[src/rtl/alu_req_arbiter.sv]
// rtl/alu_req_arbiter.sv - round-robin arbiter/sequencer sharing one ALU among NREQ requesters
//
// Purpose: accepts level requests (instr, op1, op2) from NREQ requesters, picks a winner
// round-robin, issues the operation to the ALU, waits for instr_exec (bounded by a
// TIMEOUT watchdog) and returns the result with a one-cycle done pulse.
//
// Ports:
//   clk, rst              clock (rising edge), synchronous active-low reset
//   req/req_instr/req_op1/req_op2   per-requester request and packed operand buses
//   gnt, done             one-hot pulses: request accepted / response valid
//   rsp_result, rsp_err   response data and timeout flag, held until the next response
//   busy                  high whenever an operation is in progress
//   alu_enable/alu_instr/alu_op1/alu_op2   issue port towards the ALU
//   alu_instr_exec/alu_result              completion port from the ALU

module alu_req_arbiter #(
    parameter int NREQ    = 4,
    parameter int INSTR_W = 32,
    parameter int XLEN    = 32,
    parameter int TIMEOUT = 16
) (
    input  logic                    clk,
    input  logic                    rst,
    input  logic [NREQ-1:0]         req,
    input  logic [NREQ*INSTR_W-1:0] req_instr,
    input  logic [NREQ*XLEN-1:0]    req_op1,
    input  logic [NREQ*XLEN-1:0]    req_op2,
    output logic [NREQ-1:0]         gnt,
    output logic [NREQ-1:0]         done,
    output logic [XLEN-1:0]         rsp_result,
    output logic                    rsp_err,
    output logic                    busy,
    output logic                    alu_enable,
    output logic [INSTR_W-1:0]      alu_instr,
    output logic [XLEN-1:0]         alu_op1,
    output logic [XLEN-1:0]         alu_op2,
    input  logic                    alu_instr_exec,
    input  logic [XLEN-1:0]         alu_result
);

    localparam int PTR_W = $clog2(NREQ);
    localparam int CNT_W = $clog2(TIMEOUT + 1);
    localparam logic [CNT_W-1:0] CNT_MAX  = CNT_W'(TIMEOUT);
    localparam logic [PTR_W-1:0] PTR_LAST = PTR_W'(NREQ - 1);

    typedef enum logic [1:0] {
        S_IDLE  = 2'd0,
        S_ISSUE = 2'd1,
        S_WAIT  = 2'd2,
        S_RESP  = 2'd3
    } state_t;

    state_t             state_q, state_d;
    logic [PTR_W-1:0]   ptr_q, ptr_d;
    logic [PTR_W-1:0]   win_q, win_d;
    logic [CNT_W-1:0]   cnt_q, cnt_d;
    logic [CNT_W-1:0]   cnt_inc;
    logic [NREQ-1:0]    gnt_q, gnt_d;
    logic [NREQ-1:0]    done_q, done_d;
    logic [XLEN-1:0]    rsp_result_q, rsp_result_d;
    logic               rsp_err_q, rsp_err_d;
    logic               busy_q, busy_d;
    logic               alu_enable_q, alu_enable_d;
    logic [INSTR_W-1:0] alu_instr_q, alu_instr_d;
    logic [XLEN-1:0]    alu_op1_q, alu_op1_d;
    logic [XLEN-1:0]    alu_op2_q, alu_op2_d;

    // Round-robin pick: first set request bit scanning ptr, ptr+1, ... wrapping at NREQ.
    logic             arb_found;
    logic [PTR_W-1:0] arb_sel;
    int               arb_idx;

    always_comb begin
        arb_found = 1'b0;
        arb_sel   = '0;
        arb_idx   = 0;
        for (int k = 0; k < NREQ; k++) begin
            arb_idx = int'(ptr_q) + k;
            if (arb_idx >= NREQ) begin
                arb_idx = arb_idx - NREQ;
            end
            if (!arb_found && req[arb_idx]) begin
                arb_found = 1'b1;
                arb_sel   = PTR_W'(arb_idx);
            end
        end
    end

    always_comb begin
        state_d      = state_q;
        ptr_d        = ptr_q;
        win_d        = win_q;
        cnt_d        = cnt_q;
        cnt_inc      = cnt_q + CNT_W'(1);
        gnt_d        = '0;
        done_d       = '0;
        alu_enable_d = 1'b0;
        alu_instr_d  = alu_instr_q;
        alu_op1_d    = alu_op1_q;
        alu_op2_d    = alu_op2_q;
        rsp_result_d = rsp_result_q;
        rsp_err_d    = rsp_err_q;

        case (state_q)
            S_IDLE: begin
                if (arb_found) begin
                    alu_instr_d    = req_instr[int'(arb_sel)*INSTR_W +: INSTR_W];
                    alu_op1_d      = req_op1[int'(arb_sel)*XLEN +: XLEN];
                    alu_op2_d      = req_op2[int'(arb_sel)*XLEN +: XLEN];
                    ptr_d          = (arb_sel == PTR_LAST) ? '0 : arb_sel + PTR_W'(1);
                    win_d          = arb_sel;
                    cnt_d          = '0;
                    gnt_d[arb_sel] = 1'b1;
                    alu_enable_d   = 1'b1;
                    state_d        = S_ISSUE;
                end
            end
            // ISSUE and WAIT share completion logic; the counter starts in ISSUE so that
            // a missing exec completes exactly TIMEOUT cycles after the grant.
            S_ISSUE, S_WAIT: begin
                if (alu_instr_exec) begin
                    rsp_result_d  = alu_result;
                    rsp_err_d     = 1'b0;
                    done_d[win_q] = 1'b1;
                    state_d       = S_RESP;
                end else begin
                    if (cnt_q != CNT_MAX) begin
                        cnt_d = cnt_inc;
                    end
                    if (cnt_q == CNT_MAX || cnt_inc == CNT_MAX) begin
                        rsp_result_d  = '0;
                        rsp_err_d     = 1'b1;
                        done_d[win_q] = 1'b1;
                        state_d       = S_RESP;
                    end else begin
                        state_d = S_WAIT;
                    end
                end
            end
            S_RESP: begin
                state_d = S_IDLE;
            end
            default: begin
                state_d = S_IDLE;
            end
        endcase

        busy_d = (state_d != S_IDLE);
    end

    always_ff @(posedge clk) begin
        if (!rst) begin
            state_q      <= S_IDLE;
            ptr_q        <= '0;
            win_q        <= '0;
            cnt_q        <= '0;
            gnt_q        <= '0;
            done_q       <= '0;
            rsp_result_q <= '0;
            rsp_err_q    <= 1'b0;
            busy_q       <= 1'b0;
            alu_enable_q <= 1'b0;
            alu_instr_q  <= '0;
            alu_op1_q    <= '0;
            alu_op2_q    <= '0;
        end else begin
            state_q      <= state_d;
            ptr_q        <= ptr_d;
            win_q        <= win_d;
            cnt_q        <= cnt_d;
            gnt_q        <= gnt_d;
            done_q       <= done_d;
            rsp_result_q <= rsp_result_d;
            rsp_err_q    <= rsp_err_d;
            busy_q       <= busy_d;
            alu_enable_q <= alu_enable_d;
            alu_instr_q  <= alu_instr_d;
            alu_op1_q    <= alu_op1_d;
            alu_op2_q    <= alu_op2_d;
        end
    end

    assign gnt        = gnt_q;
    assign done       = done_q;
    assign rsp_result = rsp_result_q;
    assign rsp_err    = rsp_err_q;
    assign busy       = busy_q;
    assign alu_enable = alu_enable_q;
    assign alu_instr  = alu_instr_q;
    assign alu_op1    = alu_op1_q;
    assign alu_op2    = alu_op2_q;

endmodule

[config.mk]
export PLATFORM = sky130hd
export DESIGN_NAME = alu_req_arbiter
export DESIGN_NICKNAME = d
export VERILOG_FILES = /design/src/rtl/alu_req_arbiter.sv
export SDC_FILE = /design/constraint.sdc
export NUM_CORES = 1
export LEC_CHECK = 0
export BUFFER_PORTS_ARGS = -buffer_cell sky130_fd_sc_hd__buf_2
export CAP_MARGIN = 0
export CELL_PAD_IN_SITES_DETAIL_PLACEMENT = 0
export CELL_PAD_IN_SITES_GLOBAL_PLACEMENT = 1
export CORE_AREA = 3 3 217 219
export DETAILED_ROUTE_END_ITERATION = 8
export DIE_AREA = 0 0 220 222
export PLACE_DENSITY_LB_ADDON = 0.1
export SYNTH_ARGS = -nofsm -noshare
export SYNTH_HDL_FRONTEND = slang
export SYNTH_SLANG_ARGS = --single-unit
[constraint.sdc]
create_clock -name clk -period 4.45 [get_ports clk]
set_clock_uncertainty 0.2 [all_clocks]
set_input_delay 0.445 -clock clk [delete_from_list [all_inputs] [get_ports clk]]
set_output_delay 0.445 -clock clk [all_outputs]
set_load 0.05 [all_outputs]
Word-level counts from Yosys, hierarchy flattened
Index checks and enable logic that the tools add are counted.
{"block": "totals", "in_bits": 423, "word_cells": 111, "reg_bits": 150, "output_inout_bits": 139}
{"block": "classes", "addsub": 9, "magnitude_cmp": 12, "n_eq_ne": 10, "n_reduce_logical": 20, "shifts": 3, "mux": 44}
{"cell": "variable part select 128 x 8 -> 32 bit", "count": 3}
{"cell": "two-way mux 32 bit", "count": 6}
{"cell": "< comparator 32 x 4 -> 1 bit (second input constant)", "count": 4}
{"cell": "two-way mux 1 bit", "count": 19}
{"cell": "two-way mux 5 bit", "count": 3}
{"cell": "two-way mux 2 bit", "count": 6}
{"cell": "subtractor 3 x 3 -> 4 bit (second input constant)", "count": 3}
{"cell": "== test 5 bit (second input constant)", "count": 2}
{"cell": "one-hot mux 5 bit (2 select lines)", "count": 1}
{"cell": ">= comparator 3 bit (second input constant)", "count": 3}
{"cell": "binary-select mux 1 bit (select 2 bit)", "count": 4}
{"cell": "two-way mux 4 bit", "count": 2}
{"cell": "AND reduction 2 bit", "count": 4}
{"cell": "adder 2 x 2 -> 3 bit (second input constant)", "count": 2}
{"cell": "== test 2 bit (second input constant)", "count": 3}
{"cell": "< comparator 2 x 3 -> 1 bit (second input constant)", "count": 2}
{"cell": "inequality test 2 bit (second input constant)", "count": 3}
{"cell": "one-hot mux 2 bit (3 select lines)", "count": 1}
{"cell": "nonzero test 2 bit", "count": 3}
{"cell": "adder 5 x 1 -> 5 bit (second input constant)", "count": 1}
{"cell": "logical AND 1 bit", "count": 5}
{"cell": "inequality test 5 bit (second input constant)", "count": 1}
{"cell": "demux 1 bit (select 2 bit)", "count": 2}
{"cell": ">= comparator 2 x 1 -> 1 bit (second input constant)", "count": 2}
{"cell": "11 further kinds", "count": 13}

Logic depth before layout (Yosys ltp)
{"block": "logic_depth", "ltp_word": 19, "depth_mapped": 10, "mapped_depth_nobuf": 7}

Least setup slack after synthesis
Ideal clock, no wire load.
{"block": "synth_path", "kind": "in2reg", "start": "input port req[0]", "end": "register alu_instr_q[3] (netlist: alu_instr[3])", "setup_slack_ns": 2.176, "arrival_ns": 1.944, "n_path_buf": 3, "setup_time_ns": 0.130, "path_stages": 8, "required_time_ns": 4.120, "path_cell_list": "nor2b_1 > or4_1 > buf_2 > buf_6 > clkbuf_1 > and3_1 > a211oi_1 > o31ai_1"}
{"block": "synth_via", "elab_chain_len": 14, "elab_cells_between_ends": 28, "cone_classes": "shift: 1; mux: 20; reduce/logical: 7"}
{"element": "start, declared", "line_no": "24", "rtl": "input logic [NREQ-1:0] req,"}
{"element": "binary-select mux 1 bit (select 2 bit)", "line_no": "82", "rtl": "if (!arb_found && req[arb_idx]) begin"}
{"element": "two-way mux 1 bit (not written as such) (2 in a row)", "line_no": "82"}
{"element": "two-way mux 1 bit", "line_no": "82"}
{"element": "zero test 1 bit", "line_no": "82"}
{"element": "logical AND 1 bit", "line_no": "82"}
{"element": "two-way mux 1 bit", "line_no": "82"}
{"element": "zero test 1 bit", "line_no": "82"}
{"element": "logical AND 1 bit", "line_no": "82"}
{"element": "two-way mux 1 bit", "line_no": "82"}
{"element": "zero test 1 bit", "line_no": "82"}
{"element": "logical AND 1 bit", "line_no": "82"}
{"element": "two-way mux 2 bit / two-way mux 1 bit (equally long branches)", "line_no": "82"}
{"element": "variable part select 128 x 8 -> 32 bit / AND reduction 2 bit (equally long branches)"}
{"element": "end signal, assigned", "line_no": "177", "rtl": "alu_instr_q <= alu_instr_d;"}
{"element": "end, declared", "line_no": "64", "rtl": "logic [INSTR_W-1:0] alu_instr_q, alu_instr_d;"}
Several ways; a longest one is shown, not always the timed one. The select of a mux whose other input is x is not followed.
A chain may end at the register's enable or synchronous reset.

Final worst setup path
{"block": "layout_path", "start": "register ptr_q[0]", "end": "register alu_op2_q[13] (netlist: alu_op2[13])"}
{"block": "layout_via", "elab_chain_len": 16, "elab_cells_between_ends": 43, "cone_classes": "add/sub: 7; order compare: 4; shift: 1; mux: 24; reduce/logical: 7"}
{"element": "start, declared", "line_no": "54", "rtl": "logic [PTR_W-1:0] ptr_q, ptr_d;"}
{"element": "start signal, assigned", "line_no": "168", "rtl": "ptr_q <= ptr_d;"}
{"element": "branches (longest 16 deep; another with subtractor 3 x 3 -> 4 bit)"}
{"element": "end signal, assigned", "line_no": "179", "rtl": "alu_op2_q <= alu_op2_d;"}
{"element": "end, declared", "line_no": "66", "rtl": "logic [XLEN-1:0] alu_op2_q, alu_op2_d;"}
Parallel ways; which one is timed is not known. The select of a mux whose other input is x is not followed.

==> qor.yml <==
clock_sinks: 150
grt_max_degree: 100
startpoint_type: "register"
cp.arrival_ns: 3.10
min_from: "req_op2[99]"
mostFrequentLayoutCells: "561 x buf_2, 194 x and3_1, 173 x a211oi_1, 150 x dfxtp_1, 105 x nand2_1"
overflow: 0
drive_gt1_frac: 0.4294
fp-row-count: 78
synth_edf_count: 0
rsz0062_at_grt: "false"
setup_viol: 0
cp-end-kind: "register"
drt_wl_total_um: 46290
grt_use_met1: 0.2040
hold_depth: 3
grt_pass1_vias: 10170
finalMaxSlewViolations: 0
fin_nets: 1920
hold_buffers: 32
routabilityCongestion: 0.8280
cts_buffers: 17
num-fill-cells: 5026
cts_setup_buffers: 0
met2_usage: 0.3144
hp-class: "input port to register"
path_class: "register to register"
hold_viol: 0
syn_avg_cell_area_um2: 8.702
worstMarginPinSlew_ns: 1.235
ys_warn_count: 0
final_area_um2: 12540
p_leak_nw: 5.973
dp_hpwl_um: 34070
fp.dieW_um: 220
viasPerCell: 4.653
drt-wirelength-per-cell_um: 21.88
syn_inst: 971
peakVddDrop_v: 0.0002974
drv_cap: 0
grt_pass1_wl_um: 67100
period_share: 0.6554
ys_seq_area_frac: 0.3554
cts_tree: "done"
r2r_end: "alu_op2[13]"
ant_nets: 0
r2r-start: "ptr_q[0]"
drc: 0
placedInstanceArea_um2: 11600
ys_seq_elements: 150
cts.reportedPaths.clkPinSlew_ns: 0.07
timing.slew.headroom: 0.1770
max_freq_ghz: 0.3429
clockRootBuffer: "clkbuf_16"
reg2reg_slack_ns: 1.53
fin_tns_setup_ns: 0
period_needed_ns: 2.916
required_ns: 4.63
htree_levels: 4
initial_core_util: 0.1866
grt_usage: 0.1834
ys_types: 49
synth_area_um2: 8449
status: "complete, no violations"
io_buffers: 561
reg2reg_depth: 6
synth-main-ff-cell: "dfxtp_1"
dr.pass1.iters: 4
layout-area-overhead-vs-synth_pct: 48.45
io_pins: 562
drt-initial-drc-count: 431
use_met3: 0.08195
layout_commonest_cell: "buf_2"
min_to: "alu_op2[3]"
insertion_delay_ns: 0.48
fp.dieArea_um2: 48840
power_density_nw_per_um2: 613.9
vias: 9845
ys_async_sr_fraction: 0
clock_path_buffers: 2
antenna_found_initial: 21
fin_util: 0.2770
finalPower_mw: 7.700
cts-resized-gates: 0
busiest_layer: "met2"
die_y_um: 222
coreArea_um2: 45280
syn-num-nets: 1402
worstPathMaxFanout: 76
-- cell families (layout without fill, tap and decap cells) --
kind of cell,count (synthesis),after routing,synth area share
AOI/OAI and AO/OA,349,349,0.3253
adders and majority gates,8,8,0.01185
buffers and inverters,123,654,0.08352
DFF,150,150,0.3554
other,0,14,0
and+or+nand+nor,341,341,0.2239
-- state kept, by name, indices dropped and copies added, names as in the netlist --
register	flops
state_q	2
alu_instr	32
rsp_result	32
alu_op2	32
cnt_q	5
busy	1
alu_op1	32
gnt	4
rsp_err	1
done	4
ptr_q	2
alu_enable	1
win_q	2
-- per-stage QoR --
stage / hold slack (ns) / setup slack, ns / std cells
finish: 0.08533 / 1.534 / 2116
global route: 0.05721 / 1.281 / 2109
CTS: 0.03545 / 1.458 / 2102
detailed placement: 0.2341 / 1.196 / 2038
global placement: 0.2287 / 1.237 / 2038
floorplan: 0.2475 / 2.176 / 971
-- area by class of cell --
cell class | count | area (um2) | area share
tap | 600 | 750.7 | 0.05985
timing repair buffer | 614 | 3361 | 0.2679
clock inverter | 14 | 150.1 | 0.01197
sequential | 150 | 3003 | 0.2394
inverter | 8 | 32.53 | 0.002594
multi-input combinational | 698 | 4772 | 0.3804
clock buffer | 18 | 439.2 | 0.03501
antenna | 14 | 35.03 | 0.002793
-- worst max-delay path: stages (launching register included) --
cell and delay, ns:
dfxtp_1 0.37, nor2b_1 0.11, or4b_4 0.83, nand2_8 0.56
buf_4 0.34, a211oi_1 0.10, o31ai_1 0.24
-- where the power goes --
group	total, mW	switching (mW)	leakage, nW	internal [mW]
sequential	1.96	0.211	1.23	1.75
combinational	4.19	3.01	4.45	1.19
clock	1.54	0.734	0.290	0.811
-- synth_stat cells, types with 2 or more instances --
| master | count | area share |
|---|---|---|
| or3_1 | 2 | 0.0015 |
| a21oi_1 | 4 | 0.0024 |
| ha_1 | 8 | 0.012 |
| buf_2 | 21 | 0.012 |
| nor2b_1 | 5 | 0.0037 |
| a211oi_2 | 19 | 0.028 |
| dfxtp_1 | 150 | 0.36 |
| a21boi_0 | 9 | 0.0080 |
| o21ai_0 | 8 | 0.0047 |
| and3_1 | 194 | 0.14 |
| a21boi_1 | 2 | 0.0018 |
| and2_1 | 9 | 0.0067 |
| nand2_1 | 105 | 0.047 |
| buf_6 | 23 | 0.031 |
| buf_1 | 4 | 0.0018 |
| a22o_1 | 32 | 0.033 |
| nor2_1 | 4 | 0.0018 |
| clkbuf_1 | 57 | 0.025 |
| nand3_1 | 4 | 0.0024 |
| nor3b_1 | 2 | 0.0018 |
| inv_1 | 7 | 0.0031 |
| a211oi_1 | 173 | 0.15 |
| buf_4 | 8 | 0.0071 |
| o31ai_1 | 96 | 0.085 |
-- worst max-delay path by stage --
stage                        start            to  slack [ns]  cells past startpoint
after global placement      req[0]   alu_op1[14]        1.24                      7
final                     ptr_q[0]   alu_op2[13]        1.53                      6
after global routing      ptr_q[0]   alu_op2[16]        1.28                      6
after detailed placement    req[0]   alu_op2[20]        1.20                      7
after CTS                 ptr_q[0]   alu_op2[20]        1.46                      6
after floorplan             req[0]  alu_instr[3]        2.18                      8
-- routing by layer --
metal | wire length, um | vias to the layer above
li1 | - | 4782
met1 | 18200 | 4632
met2 | 22630 | 361
met3 | 4472 | 54
met4 | 889 | 16
met5 | 97 | -
Power figures use the tool's default switching activity.
